==> src/rtl/alu_pkg.sv <==
// alu_pkg: shared ALU op-code constants and default widths for the ALU sharing block.
`default_nettype none
package alu_pkg;
  localparam int DW_DEF  = 32;
  localparam int OPW_DEF = 4;

  localparam logic [3:0] ALU_OP_ADD   = 4'b0000;
  localparam logic [3:0] ALU_OP_SUB   = 4'b0001;
  localparam logic [3:0] ALU_OP_AND   = 4'b0010;
  localparam logic [3:0] ALU_OP_OR    = 4'b0011;
  localparam logic [3:0] ALU_OP_XOR   = 4'b0100;
  localparam logic [3:0] ALU_OP_SLL   = 4'b0101;
  localparam logic [3:0] ALU_OP_SRL   = 4'b0110;
  localparam logic [3:0] ALU_OP_SRA   = 4'b0111;
  localparam logic [3:0] ALU_OP_PASSB = 4'b1000;
endpackage
`default_nettype wire

==> src/rtl/alu_rsp_slot.sv <==
// alu_rsp_slot: single-entry valid/ready result register; a load wins over a drain.
`default_nettype none
module alu_rsp_slot #(
  parameter int DW = 32
) (
  input  logic          clk,
  input  logic          rst,
  input  logic          i_load,
  input  logic [DW-1:0] i_data,
  input  logic          i_ready,
  output logic          o_valid,
  output logic [DW-1:0] o_data,
  output logic          o_free
);
  logic          r_valid;
  logic [DW-1:0] r_data;

  always_ff @(posedge clk or posedge rst) begin
    if (rst) begin
      r_valid <= 1'b0;
      r_data  <= '0;
    end else if (i_load) begin
      r_valid <= 1'b1;
      r_data  <= i_data;
    end else if (i_ready) begin
      r_valid <= 1'b0;
    end
  end

  // Slot can accept a new result if empty or being drained this cycle.
  assign o_free  = !r_valid | i_ready;
  assign o_valid = r_valid;
  assign o_data  = r_data;
endmodule
`default_nettype wire

==> src/rtl/alu_share_arb.sv <==
// alu_share_arb: round-robin sharing of one combinational ALU between two requesters.
`default_nettype none
module alu_share_arb
  import alu_pkg::*;
#(
  parameter int DW  = DW_DEF,
  parameter int OPW = OPW_DEF
) (
  input  logic           clk,
  input  logic           rst,
  input  logic           req0_valid,
  output logic           req0_ready,
  input  logic [DW-1:0]  req0_a,
  input  logic [DW-1:0]  req0_b,
  input  logic [OPW-1:0] req0_op,
  input  logic           req1_valid,
  output logic           req1_ready,
  input  logic [DW-1:0]  req1_a,
  input  logic [DW-1:0]  req1_b,
  input  logic [OPW-1:0] req1_op,
  output logic           rsp0_valid,
  input  logic           rsp0_ready,
  output logic [DW-1:0]  rsp0_data,
  output logic           rsp1_valid,
  input  logic           rsp1_ready,
  output logic [DW-1:0]  rsp1_data,
  output logic [DW-1:0]  alu_a,
  output logic [DW-1:0]  alu_b,
  output logic [OPW-1:0] alu_op,
  input  logic [DW-1:0]  alu_c,
  output logic           grant_id
);
  logic r_prio;
  logic w_free0, w_free1;
  logic w_elig0, w_elig1;
  logic w_gnt_vld, w_gnt_id;

  // Reset gating drops any grant while reset is asserted, even mid-cycle.
  assign w_elig0   = req0_valid & w_free0 & !rst;
  assign w_elig1   = req1_valid & w_free1 & !rst;
  assign w_gnt_vld = w_elig0 | w_elig1;
  assign w_gnt_id  = (w_elig0 & w_elig1) ? r_prio : w_elig1;

  assign req0_ready = w_gnt_vld & !w_gnt_id;
  assign req1_ready = w_gnt_vld &  w_gnt_id;
  assign grant_id   = w_gnt_id;

  always_comb begin
    alu_a  = '0;
    alu_b  = '0;
    alu_op = OPW'(ALU_OP_ADD);
    if (w_gnt_vld) begin
      if (w_gnt_id) begin
        alu_a  = req1_a;
        alu_b  = req1_b;
        alu_op = req1_op;
      end else begin
        alu_a  = req0_a;
        alu_b  = req0_b;
        alu_op = req0_op;
      end
    end
  end

  always_ff @(posedge clk or posedge rst) begin
    if (rst) begin
      r_prio <= 1'b0;
    end else if (w_gnt_vld) begin
      r_prio <= ~w_gnt_id;
    end
  end

  alu_rsp_slot #(.DW(DW)) u_slot0 (
    .clk     (clk),
    .rst     (rst),
    .i_load  (req0_ready),
    .i_data  (alu_c),
    .i_ready (rsp0_ready),
    .o_valid (rsp0_valid),
    .o_data  (rsp0_data),
    .o_free  (w_free0)
  );

  alu_rsp_slot #(.DW(DW)) u_slot1 (
    .clk     (clk),
    .rst     (rst),
    .i_load  (req1_ready),
    .i_data  (alu_c),
    .i_ready (rsp1_ready),
    .o_valid (rsp1_valid),
    .o_data  (rsp1_data),
    .o_free  (w_free1)
  );
endmodule
`default_nettype wire

==> config.mk <==
export PLATFORM = sky130hd
export DESIGN_NAME = alu_share_arb
export DESIGN_NICKNAME = d
export VERILOG_FILES = /design/src/rtl/alu_pkg.sv /design/src/rtl/alu_rsp_slot.sv /design/src/rtl/alu_share_arb.sv
export SDC_FILE = /design/constraint.sdc
export NUM_CORES = 1
export LEC_CHECK = 0
export BUFFER_PORTS_ARGS = -buffer_cell sky130_fd_sc_hd__buf_2
export CAP_MARGIN = 40
export CORE_AREA = 5 5 118 120
export DETAILED_ROUTE_END_ITERATION = 6
export DIE_AREA = 0 0 123 125
export PLACE_DENSITY = 0.68
export REMOVE_ABC_BUFFERS = 1
export SYNTH_ARGS = -nofsm -noshare
export SYNTH_HDL_FRONTEND = slang
export SYNTH_SLANG_ARGS = --single-unit
==> constraint.sdc <==
create_clock -name clk -period 5 [get_ports clk]
set_clock_uncertainty 0.1 [all_clocks]
set_input_delay 1 -clock clk [delete_from_list [all_inputs] [get_ports clk]]
set_output_delay 1 -clock clk [all_outputs]
set_load 0.01 [all_outputs]
==> run_results.csv <==
group,metric,value,unit
logic_synthesis,synth.top_cell.area_share,0.4351,
critical_path,reg2reg_slack,3.03,ns
critical_path,required,3.90,ns
die,die-area,15380,um^2
routing,routed.top_layer,"met5",
logic_synthesis,yosys-top-cells-count,"inv_1, nand2_1, o32ai_1",
logic_synthesis,synth_mux_area_frac,0.1870,
job,drv_cap,0,
clock_tree,cts_tree,"done",
global_route,grt_usage,0.1811,
clock_tree,cts_root_buf,"clkbuf_16",
pwr,max-vdd-ir-drop,0.2715,mV
logic_synthesis,synth-xor-area-share,0,
logic_synthesis,synth-seq-cells,67,
logic_synthesis,ys_types,19,
critical_path,cp_data_arrival_time,2.67,ns
logic_synthesis,yosys.area.top_type,"dfrtp_1",
place,hpwl,11.48,mm
logic_synthesis,ys_seq_area_frac,0.4351,
clock_tree,cts_sinks,67,
sta,worst_pin_slew,0.7658,ns
sta,finalSetupTns,0,ns
sta,period_share,0.7531,
worst_hold_path,min_delay_path_depth,1,
die,core_region_area,12870,um^2
critical_path,path_cells,"buf_2 -> nand2_1 -> o211ai_4 -> buf_4 -> o32ai_1 -> buf_2",
sta,period_needed,3.765,ns
place,place.gp.congestion,0.8682,
clock_tree,cts-buffers-inserted,9,
logic_synthesis,synth-simple-area-share,0.08214,
routing,vias_per_cell,4.715,
clock_tree,cts.clk_slew.worst_paths,0.05,ns
global_route,antenna_found_initial,6,
logic_synthesis,synth_area,3854,um^2
global_route,grt_pass1_vias,4071,
worst_hold_path,hold_end,"u_slot1.o_data[25]$_DFFE_PP0P_",
clock_tree,cts_hold_buf,0,
final_layout,final_layout_size_suffix_gt1_frac,0.5754,
critical_path,cp-start-kind,"input pin",
outcome,status,"complete, no violations",
routing,ant_nets,0,
routing,wl_per_cell,16.89,um
logic_synthesis,async_flop_share,1.000,
critical_path,cp_common_cell,"buf_2",
global_route,overflow,0,
pwr,leakagePower,3.185,nW
critical_path,cp_max_fo,31,
worst_hold_path,worstHoldStart,"u_slot1.o_data[25]$_DFFE_PP0P_",
clock_tree,clk-insertion-delay-late,0.32,ns
logic_synthesis,synthTopCellsByArea,"dfrtp_1, mux2_2, o32ai_1",
logic_synthesis,synth_compound_area_frac,0.1750,
global_route,grt_pass1_wl,21.99,mm
routing,num_vias,4093,
sta,rsz0062_at_grt,"no",
clock_tree,post_cts_buffers,0,
die,ios,311,
die,rows,42,
routing,drt-total-wl,14.66,mm
routing,drt_iter0_drc,194,
clock_tree,htree_levels,3,
die,die_w,123,um
clock_tree,cts_resized,0,
routing,drc,0,
final_layout,fillers,1250,
logic_synthesis,synth_top_family_by_area,"multiplexers",
routing,wl_met3,1.783,mm
place,numPortBuffers,310,
sta,max_freq,265.6,MHz
worst_hold_path,hold_class,"reg2reg",
sta,drv_slew,0,
critical_path,timing.rr.start,"r_prio$_DFFE_PP0P_",
critical_path,rr_worst_depth,4,
logic_synthesis,synth.avg_cell_area,9.881,um^2
logic_synthesis,ys_dominant_reg_cell,"dfrtp_1",
routing,met2_length,6.906,mm
logic_synthesis,synth-edff-count,0,
die,start_util,0.2993,
clock_tree,cts_buffer_depth,2,
routing,drt_pass1_iterations,5,
final_layout,fin_nets,859,
critical_path,r2r-end,"u_slot1.o_data[11]$_DFFE_PP0P_",
critical_path,worstSetupPathType,"in2out",
final_layout,utilization,0.4488,
global_route,grt_max_degree,78,
sta,hold_viol,0,
die,die-height,125,um
pwr,power_density,354.3,nW/um^2
routing,wl_met1,5.719,mm
critical_path,crit_slowest_cell,"o211ai_4",
sta,relSlewSlack,0.4895,
critical_path,slowest_delay,0.63,ns
logic_synthesis,synthCells,390,
logic_synthesis,yosysWarningCount,0,
sta,finalSetupViolCount,0,
critical_path,setup.worst_path.end_class,"primary output",
final_layout,syn2layout_area_growth,49.94,%
logic_synthesis,synthAdderAreaFrac,0,
-- metal layers --
metal,up-vias,global-route usage
met5,-,0
li1,1948,-
met1,1892,0.2221
met2,223,0.2908
met4,8,0.05537
met3,22,0.07407
-- cell usage in the layout, fill, tap and decap left out --
| cell type | Yosys | final |
|---|---|---|
| a21oi_1 | 1 | 1 |
| clkbuf_1 | 21 | 4 |
| diode_2 | 0 | 2 |
| buf_2 | 6 | 310 |
| buf_4 | 1 | 9 |
| mux2_1 | 5 | 5 |
| nand2b_1 | 3 | 3 |
| nor2b_1 | 1 | 1 |
| inv_1 | 71 | 71 |
| mux2_2 | 59 | 59 |
| a31oi_1 | 1 | 1 |
| nor2b_2 | 2 | 2 |
| o211ai_4 | 2 | 4 |
| and2b_1 | 1 | 1 |
| clkbuf_16 | 0 | 9 |
| o32ai_1 | 68 | 68 |
| inv_4 | 0 | 1 |
| nand2_1 | 71 | 71 |
| clkinv_2 | 0 | 3 |
| dfrtp_1 | 67 | 67 |
-- layout make-up --
cell class / instances / area (um^2) / share of cell area
repair buffers: 319 / 1619 / 0.2802
multi-input cells: 216 / 1729 / 0.2993
diodes: 2 / 5.005 / 0.0008662
well taps: 176 / 220.2 / 0.03811
clock buffers: 13 / 240.2 / 0.04158
flip-flops and latches: 67 / 1677 / 0.2902
inverters: 72 / 272.8 / 0.04721
clock inverters: 3 / 15.01 / 0.002599
-- power by group --
part / total (mW) / switching (mW) / leakage [nW] / internal [mW]
Clock: 0.545 / 0.212 / 0.127 / 0.333
Sequential: 0.765 / 0.0707 / 0.788 / 0.694
Combinational: 0.737 / 0.387 / 2.27 / 0.350
Total: 2.05 / 0.670 / 3.18 / 1.38
-- worst max-delay path by stage --
stage | cells after the start | end | from
2_1_floorplan | 3 | alu_a[0] | rst
3_3_place_gp | 6 | alu_b[8] | req1_valid
3_5_place_dp | 6 | alu_a[19] | req1_valid
4_1_cts | 6 | alu_a[19] | req1_valid
5_1_grt | 6 | alu_a[7] | req1_valid
6_report | 6 | alu_a[19] | req1_valid
-- registers in the layout, summed over array words and instances (netlist names) --
| register | cells |
|---|---|
| u_slot0.o_valid | 1 |
| u_slot1.o_data | 32 |
| r_prio | 1 |
| u_slot0.o_data | 32 |
| u_slot1.o_valid | 1 |
-- critical path, delay by kind of cell --
kind                   cells  cell delay, ns
AOI/OAI and AO/OA          2            0.78
buffers and inverters      3            0.72
and+or+nand+nor            1            0.13
-- metrics by stage --
| stage | setup slack (ns) | cell area (um^2) | instances | total power, mW | hold slack (ns) |
|---|---|---|---|---|---|
| after floorplan | -0.06128 | 3659 | 355 | 1.149 | 0.3640 |
| after global placement | 1.278 | 5518 | 850 | 1.503 | 0.3718 |
| after detailed placement | 1.244 | 5518 | 850 | 1.517 | 0.3755 |
| after CTS | 1.246 | 5773 | 866 | 2.075 | 0.3876 |
| after global routing | 1.110 | 5778 | 868 | 2.183 | 0.4026 |
| final | 1.235 | 5778 | 868 | 2.047 | 0.3843 |
-- kinds of logic (layout without fill, tap and decap cells) --
logic type,after synthesis,in the layout
AO/OA/AOI/OAI,74,74
other,0,2
AND/OR/NAND/NOR,78,78
flip-flops,67,67
multiplexers,64,64
buffers and inverters,107,407
Note: power is estimated with default switching activity, not from simulation.
